--- config.mk ---
export PLATFORM = sky130hd
export DESIGN_NAME = arb4_rr_scheduler
export DESIGN_NICKNAME = d
export VERILOG_FILES = /design/src/rtl/arb4_pkg.sv /design/src/rtl/rr_pick4.sv /design/src/rtl/arb4_rr_scheduler.sv
export SDC_FILE = /design/constraint.sdc
export NUM_CORES = 1
export LEC_CHECK = 0
export CORE_AREA = 2 2 39 41
export CTS_BUF_LIST = sky130_fd_sc_hd__clkbuf_16
export DETAILED_ROUTE_END_ITERATION = 7
export DIE_AREA = 0 0 41 43
export PLACE_DENSITY = 0.75
export RECOVER_POWER = 50
export SLEW_MARGIN = 20
export SYNTH_ARGS = -nofsm -noshare
export SYNTH_HDL_FRONTEND = slang
export SYNTH_SLANG_ARGS = --single-unit
--- constraint.sdc ---
create_clock -name clk -period 3.2 [get_ports clk]
set_input_delay 0.64 -clock clk [delete_from_list [all_inputs] [get_ports clk]]
set_output_delay 0.64 -clock clk [all_outputs]
set_load 0.01 [all_outputs]
--- src/rtl/arb4_pkg.sv ---
// Purpose: shared constants, FSM state type and helpers for the 4-way round-robin arbiter.
// Latency: none; declarations only.
// Backpressure: none.
package arb4_pkg;

  localparam int N_REQ = 4;
  localparam int IDX_W = 2;

  typedef enum logic [0:0] {
    IDLE = 1'b0,
    OWN  = 1'b1
  } arb_state_t;

  // Convert a requester index to its one-hot grant vector.
  function automatic logic [N_REQ-1:0] onehot2(input logic [IDX_W-1:0] idx);
    logic [N_REQ-1:0] oh;
    oh      = '0;
    oh[idx] = 1'b1;
    return oh;
  endfunction

endpackage

--- src/rtl/rr_pick4.sv ---
// Purpose: round-robin winner selection over 4 requesters, starting the scan just after ptr.
// Latency: combinational, 0 cycles.
// Backpressure: none; the caller decides when the pick is used.
// Ports: req[3:0] request level, ptr[1:0] last granted index,
//        win_idx[1:0] selected requester, any = at least one request present.
module rr_pick4
  import arb4_pkg::*;
(
  input  logic [N_REQ-1:0] req,
  input  logic [IDX_W-1:0] ptr,
  output logic [IDX_W-1:0] win_idx,
  output logic             any
);

  logic [IDX_W-1:0]   start;
  logic [2*N_REQ-1:0] dbl;
  logic [N_REQ-1:0]   rot;
  logic [IDX_W-1:0]   off;

  // Rotating by ptr+1 puts the requester after the last owner at bit 0,
  // so a plain lowest-bit priority encoder gives round-robin order.
  assign start = ptr + 2'd1;
  assign dbl   = {req, req};
  assign rot   = dbl[start +: N_REQ];
  assign any   = |req;

  always_comb begin
    off = '0;
    for (int i = N_REQ - 1; i >= 0; i--) begin
      if (rot[i]) off = IDX_W'(i);
    end
  end

  // Undo the rotation; the 2-bit add wraps mod 4.
  assign win_idx = start + off;

endmodule

--- src/rtl/arb4_rr_scheduler.sv ---
// Purpose: 4-requester round-robin arbiter; grant held until rel, owner req drop or (optional) timeout.
// Latency: req seen at edge t -> gnt after edge t+1; one forced idle cycle between grants.
// Backpressure: non-owners wait in place (no preemption); owner releases with rel or by dropping req.
// Ports: clk, nrst (async active-low); req[3:0], rel in; gnt[3:0], gnt_idx[1:0], gnt_vld, timeout out.
// Optional feature macro: ARB_TIMEOUT_EN (hold counter forcing release after MAX_HOLD cycles).
module arb4_rr_scheduler
  import arb4_pkg::*;
#(
  parameter int unsigned      MAX_HOLD = 15,
  parameter logic [IDX_W-1:0] PTR_INIT = 2'd3
) (
  input  logic             clk,
  input  logic             nrst,
  input  logic [N_REQ-1:0] req,
  input  logic             rel,
  output logic [N_REQ-1:0] gnt,
  output logic [IDX_W-1:0] gnt_idx,
  output logic             gnt_vld,
  output logic             timeout
);

  arb_state_t       state_q, state_d;
  logic [IDX_W-1:0] ptr_q, ptr_d;
  logic [N_REQ-1:0] gnt_q, gnt_d;
  logic [IDX_W-1:0] idx_q, idx_d;
  logic [IDX_W-1:0] win_idx;
  logic             any;
  logic             hold_hit;
  logic             release_now;

  rr_pick4 u_pick (
    .req     (req),
    .ptr     (ptr_q),
    .win_idx (win_idx),
    .any     (any)
  );

`ifdef ARB_TIMEOUT_EN
  localparam logic [7:0] HOLD_LAST = 8'(MAX_HOLD - 1);

  logic [7:0] cnt_q, cnt_d;
  logic       to_q, to_d;

  assign hold_hit = (cnt_q == HOLD_LAST);
  assign timeout  = to_q;

  always_ff @(posedge clk or negedge nrst) begin
    if (!nrst) begin
      cnt_q <= '0;
      to_q  <= 1'b0;
    end else begin
      cnt_q <= cnt_d;
      to_q  <= to_d;
    end
  end
`else
  // MAX_HOLD only matters with the hold counter; sink it so it stays referenced.
  logic unused_cfg;
  assign unused_cfg = ^8'(MAX_HOLD);
  assign hold_hit   = 1'b0;
  assign timeout    = 1'b0;
`endif

  // rel and an owner req drop in the same cycle are a single release.
  assign release_now = rel | ~req[idx_q] | hold_hit;

  always_ff @(posedge clk or negedge nrst) begin
    if (!nrst) begin
      state_q <= IDLE;
      ptr_q   <= PTR_INIT;
      gnt_q   <= '0;
      idx_q   <= '0;
    end else begin
      state_q <= state_d;
      ptr_q   <= ptr_d;
      gnt_q   <= gnt_d;
      idx_q   <= idx_d;
    end
  end

  always_comb begin
    state_d = state_q;
    ptr_d   = ptr_q;
    gnt_d   = gnt_q;
    idx_d   = idx_q;
`ifdef ARB_TIMEOUT_EN
    cnt_d   = cnt_q;
    to_d    = 1'b0;
`endif
    case (state_q)
      IDLE: begin
        if (any) begin
          state_d = OWN;
          gnt_d   = onehot2(win_idx);
          idx_d   = win_idx;
`ifdef ARB_TIMEOUT_EN
          cnt_d   = '0;
`endif
        end
      end
      OWN: begin
        if (release_now) begin
          // gnt_idx is left alone so it keeps the last owner while idle.
          state_d = IDLE;
          gnt_d   = '0;
          ptr_d   = idx_q;
`ifdef ARB_TIMEOUT_EN
          to_d    = hold_hit;
`endif
        end else begin
`ifdef ARB_TIMEOUT_EN
          cnt_d   = cnt_q + 8'd1;
`endif
        end
      end
      default: begin
        state_d = IDLE;
        gnt_d   = '0;
      end
    endcase
  end

  assign gnt     = gnt_q;
  assign gnt_idx = idx_q;
  assign gnt_vld = |gnt_q;

endmodule

==> impl_metrics.ini, run 1 <==
[power_and_ir_drop]
p_sw_uw = 318
ir_drop_mv = 0.486
power_frac_seq_pct = 26.4
p_leak_uw = 0.000361
internal_power_uw = 562
p_sw_share_pct = 36.2
p_clk_share_pct = 24.8
comb_power_share_pct = 48.8
powerDensity_nw_per_um2 = 1080

[final_layout]
final_layout_size_suffix_gt1_share_pct = 17.1
nets = 85
fin_util_pct = 58.8
syn2layout_area_growth_pct = 32.7
diodes = 0
fill_cells = 129
ff_latch_area_sq_um = 228
multi_input_comb_area_sq_um = 342

[synthesis]
synth_area_sq_um = 613
ys_async_sr_fraction_pct = 100
synth_edf_count = 0
syn_inst = 63
synth.most_common_cell = dfrtp_1
ys_seq_elements = 9
yosys.area.top_type = dfrtp_1
ys.flop_type = dfrtp_1
syn-num-nets = 71
yosys_warnings = 0
synthTopCellsByCount = dfrtp_1, nand2_1, a21oi_1, nor2_1
yosys.area.top_type_share_pct = 28.6
ys_seq_area_share_pct = 37.1
synth_cell_types = 37
synth_area_leaders = dfrtp_1, dfstp_2, mux4_2, nand2_1, a21oi_1
avgSynthCellArea_sq_um = 9.73

[routing]
drc_errors = 0
routed_wl_mm = 1.26
avgViaCountPerCell = 5.57
first_iter_violations = 12
antenna_left = 0
routedWlPerCell_um = 13.7
via_count = 512
dr.pass1.iters = 4

[sta]
max_clock_freq_ghz = 0.379
skew_ps = 1.39
setup_violations = 0
rsz0062_at_grt = no
drv_slew = 0
fin_setup_tns_ps = 0
whs_ps = 534
hold_viol = 0
finalWorstSetupSlack_ps = 563
min_period_over_period_pct = 82.4
fin_crit_ps = 2640

[clocking]
clock_sinks = 9
clockRootBuffer = clkbuf_16
cts_made_buffers = 3
clk_pin_slew_ps = 40
cts_resized = 0
cts_buffer_depth = 2
hold_buffers = 0
h-tree-depth = 1
clkLatencyLatePin_ps = 230
cts_tree = built
cts_setup_buffers = 0

[worst_setup_path]
critPathArrivalTime_ps = 2760
start_kind = input port
worstPathMaxFanout = 7
crit_type = in2reg
crit_required_ps = 3320
crit_path_end_kind = flip-flop

[grt]
grt_first_pass_wirelength_mm = 1.97
antenna_found_initial = 0
first_global_vias = 467
grt.total_usage_pct = 16.4
grt.overflow.total = 0
grt_max_degree = 10

[floorplan]
core-area_sq_um = 1380
ios = 15
floorplan.initialDensity_pct = 44.3
die-area_sq_um = 1760
std_cell_rows = 14
die_h_um = 43
die_w_um = 41

[placed_design]
dpl_worst_slack_ps = 311
place_hpwl_um = 858
place_congestion = 0.703
io_buffers = 13

[job]
maxCapViolCount = 0

[outcome]
status = finished clean

[hold_path]
hold_class = reg2reg
## worst max-delay path, cell delays in order
cell	delay (ps)
clkdlybuf4s50_1	620
inv_1	90
o21ai_0	150
a21oi_1	80
nor3_1	180
a21oi_1	60
ha_1	190
xnor2_1	130
xnor2_1	220
xnor2_2	140
a31o_1	240
## kinds of logic (layout without fill, tap and decap cells)
kind of cell	Yosys count	in the layout	share of synthesized area, %
XOR/XNOR	3	3	5.51
buffers and inverters	8	21	7.14
other	1	1	0.612
multiplexers	5	5	11.4
flip-flops	9	9	37.1
AND/OR/NAND/NOR	21	21	17.6
adder cells (fa/ha/maj)	1	1	2.04
AO/OA/AOI/OAI	15	15	18.6
## state kept, by name, summed over array words and instances (netlist names)
signal / count
gnt: 4
gnt_idx: 2
ptr_q: 2
state_q: 1
## power groups by stage
stage	logic (uW)	registers (uW)	clock network, uW
floorplan	317	221	0
global placement	427	232	0
detailed placement	430	233	0
CTS	438	233	221
global route	474	243	225
finish	429	233	218
## stage by stage
stage / instances / cell area [sq um] / total power [uW]
4_1_cts: 92 / 813 / 892
6_report: 92 / 813 / 880
3_3_place_gp: 88 / 734 / 659
2_1_floorplan: 63 / 613 / 539
5_1_grt: 92 / 813 / 942
3_5_place_dp: 88 / 734 / 663
## path summary, 6_finish.rpt
| check | startpoint | slack (ps) | cells after the start | to |
|---|---|---|---|---|
| hold / removal | gnt[2]$_DFFE_PN0P_ | 530 | 2 | gnt[2]$_DFFE_PN0P_ |
| hold reg to reg | gnt[2]$_DFFE_PN0P_ | 530 | 2 | gnt[2]$_DFFE_PN0P_ |
| setup reg to reg | ptr_q[1]$_DFFE_PN1P_ | 1220 | 9 | gnt[1]$_DFFE_PN0P_ |
| min in group asynchronous | nrst | 770 | 1 | gnt[0]$_DFFE_PN0P_ |
| setup / recovery | req[1] | 560 | 11 | gnt[1]$_DFFE_PN0P_ |
| max in group asynchronous | nrst | 2100 | 1 | ptr_q[1]$_DFFE_PN1P_ |
## per-layer routing
metal	share of wire [%]	GRT usage (%)
met5	0	0
met4	1.3	8.00
met3	6.5	3.66
met2	49	25.9
met1	44	20.0
## cell usage in the layout (no fill, tap or decap), drive strengths merged, types with 3 or more instances in the layout
cell	n
clkdlybuf4s50	9
mux2	3
clkbuf	3
nand2	6
nor2	4
dfrtp	7
a21oi	4
inv	4
dlygate4sd3	4
o21ai	4
xnor2	3
## layout make-up
type	count	share of cell area, %
multi-input cells	46	42.0
flip-flops and latches	9	28.0
repair buffers	13	16.0
clock buffers	3	9.23
well taps	16	2.46
inverters	4	1.85
clock inverters	1	0.462
Note: power is estimated with default switching activity, not from simulation.
==> run 2, diff against run 1 <==
--- a/config.mk
+++ b/config.mk
@@ -5,10 +5,10 @@
 export SDC_FILE = /design/constraint.sdc
 export NUM_CORES = 1
 export LEC_CHECK = 0
-export CORE_AREA = 2 2 39 41
+export CORE_MARGIN = 2
+export CORE_UTILIZATION = 46
 export CTS_BUF_LIST = sky130_fd_sc_hd__clkbuf_16
 export DETAILED_ROUTE_END_ITERATION = 7
-export DIE_AREA = 0 0 41 43
 export PLACE_DENSITY = 0.75
 export RECOVER_POWER = 50
 export SLEW_MARGIN = 20
==> constraint.sdc (replaced) <==
create_clock -name clk -period 2.7 [get_ports clk]
set_input_delay 0.54 -clock clk [delete_from_list [all_inputs] [get_ports clk]]
set_output_delay 0.54 -clock clk [all_outputs]
set_load 0.01 [all_outputs]
==> run 2 against run 1 <==
Critical path type unchanged. Via count shrank 1.2%. Clock power increased by 15%. Global-route usage grew 2.6 points. Highest routed layer unchanged. Setup slack lost 250 ps.
==> impl_metrics.ini, run 2 (synthesis gave the netlist of run 1 again) <==
[outcome]
status = finished clean

[clocking]
clockRootBuffer = clkbuf_16
clock_sinks = 9
hold_buffers = 0
cts_buffer_depth = 2
clkLatencyLatePin_ps = 230
h-tree-depth = 1
clk_pin_slew_ps = 40
cts_setup_buffers = 0
cts_resized = 0
cts_tree = built
cts_made_buffers = 3

[hold_path]
hold_path_end = gnt[2]$_DFFE_PN0P_
worstHoldStart = gnt[2]$_DFFE_PN0P_
hold_class = reg2reg
min_path_cells = 2

[sta]
rsz0062_at_grt = no
drv_slew = 0
fin_setup_tns_ps = 0
setup_violations = 0
skew_ps = 1.39
fin_crit_ps = 2390
hold_viol = 0
max_clock_freq_ghz = 0.418
min_period_over_period_pct = 88.5

[placed_design]
place_hpwl_um = 939
dp.cells = 89
place_congestion = 0.647
io_buffers = 13

[worst_setup_path]
start_kind = input port
r2r-end = gnt[1]$_DFFE_PN0P_
r2r_setup_slack_ps = 670
r2r_cells = 9
crit_start = req[3]
crit_path_end_kind = flip-flop
crit_required_ps = 2810
timing.rr.start = ptr_q[1]$_DFFE_PN1P_
crit_type = in2reg
critPathArrivalTime_ps = 2510
worstPathMaxFanout = 5

[floorplan]
die_w_um = 40.5
ios = 15
die_h_um = 40.5
std_cell_rows = 13
die-area_sq_um = 1640
core-area_sq_um = 1270
floorplan.initialDensity_pct = 48.3

[final_layout]
final_cell_mix = clkdlybuf4s50_1, dfrtp_1, nand2_1
nets = 87
final_common_cell = clkdlybuf4s50_1
fill_cells = 102
final_layout_size_suffix_gt1_share_pct = 19.2
largest_register_ffs = 4
fin_util_pct = 65.2
finalNonFillerCells = 93
multi_input_comb_area_sq_um = 342
syn2layout_area_growth_pct = 34.9
diodes = 0
ff_latch_area_sq_um = 228

[power_and_ir_drop]
ir_drop_mv = 0.690
powerDensity_nw_per_um2 = 1270
p_leak_uw = 0.000371

[routing]
via_count = 506
routedWlPerCell_um = 14.0
routed_wl_mm = 1.30
first_iter_violations = 4
dr.pass1.iters = 3
avgViaCountPerCell = 5.44
drc_errors = 0
antenna_left = 0

[grt]
antenna_found_initial = 0
grt.total_usage_pct = 19.1
grt_max_degree = 10
grt.overflow.total = 0
first_global_vias = 437
grt_first_pass_wirelength_mm = 1.95

[job]
maxCapViolCount = 0
==> run 2: changes by cell type in the layout (fill, tap and decap cells not counted), sizes merged <==
cell | previous run | this run
buf | 0 | 2
==> run 2: layer usage <==
layer | share of wire (%) | track usage, % | vias up | wire length, um
met1 | 46 | 21.4 | 243 | 603
met2 | 50 | 32.5 | 11 | 655
met5 | 0 | 0 | - | 0
li1 | - | - | 250 | -
met4 | 0.31 | 10.0 | 0 | 4
met3 | 2.7 | 5.00 | 2 | 35
==> run 2: worst max path at each step <==
stage	depth (start not counted)	slack (ps)	endpoint
global placement	10	110	gnt[1]$_DFFE_PN0P_
global route	10	220	gnt[1]$_DFFE_PN0P_
finish	10	310	gnt[1]$_DFFE_PN0P_
floorplan	10	630	gnt[1]$_DFFE_PN0P_
detailed placement	10	80	gnt[1]$_DFFE_PN0P_
CTS	10	300	gnt[1]$_DFFE_PN0P_
==> run 2: through the flow <==
step / area [sq um] / hold WS [ps] / worst slack (ps) / total power (uW)
global route: 827 / 572 / 217 / 1120
global placement: 748 / 509 / 106 / 789
floorplan: 613 / 244 / 628 / 638
finish: 827 / 523 / 309 / 1050
CTS: 827 / 532 / 302 / 1060
detailed placement: 748 / 518 / 79.5 / 800
==> run 2: final cells by class <==
class / count / share of cell area (%)
timing repair buffer: 15 / 17.5
sequential: 9 / 27.5
inverter: 4 / 1.82
clock buffer: 3 / 9.08
clock inverter: 1 / 0.454
tap: 15 / 2.27
multi-input combinational: 46 / 41.3
==> run 2: report_power, final <==
group / switching [uW] / internal (uW) / leakage, uW
Sequential: 69.3 / 207 / 0.000110
Combinational: 255 / 268 / 0.000218
Clock: 58.1 / 193 / 0.0000423
==> run 2: critical path, cell delays in order <==
cell,delay (ps)
clkdlybuf4s50_1,470
or2b_1,220
a21oi_1,180
a21oi_1,60
a21oi_1,150
ha_1,180
xnor2_1,130
xnor2_1,180
xnor2_2,150
a31o_1,240
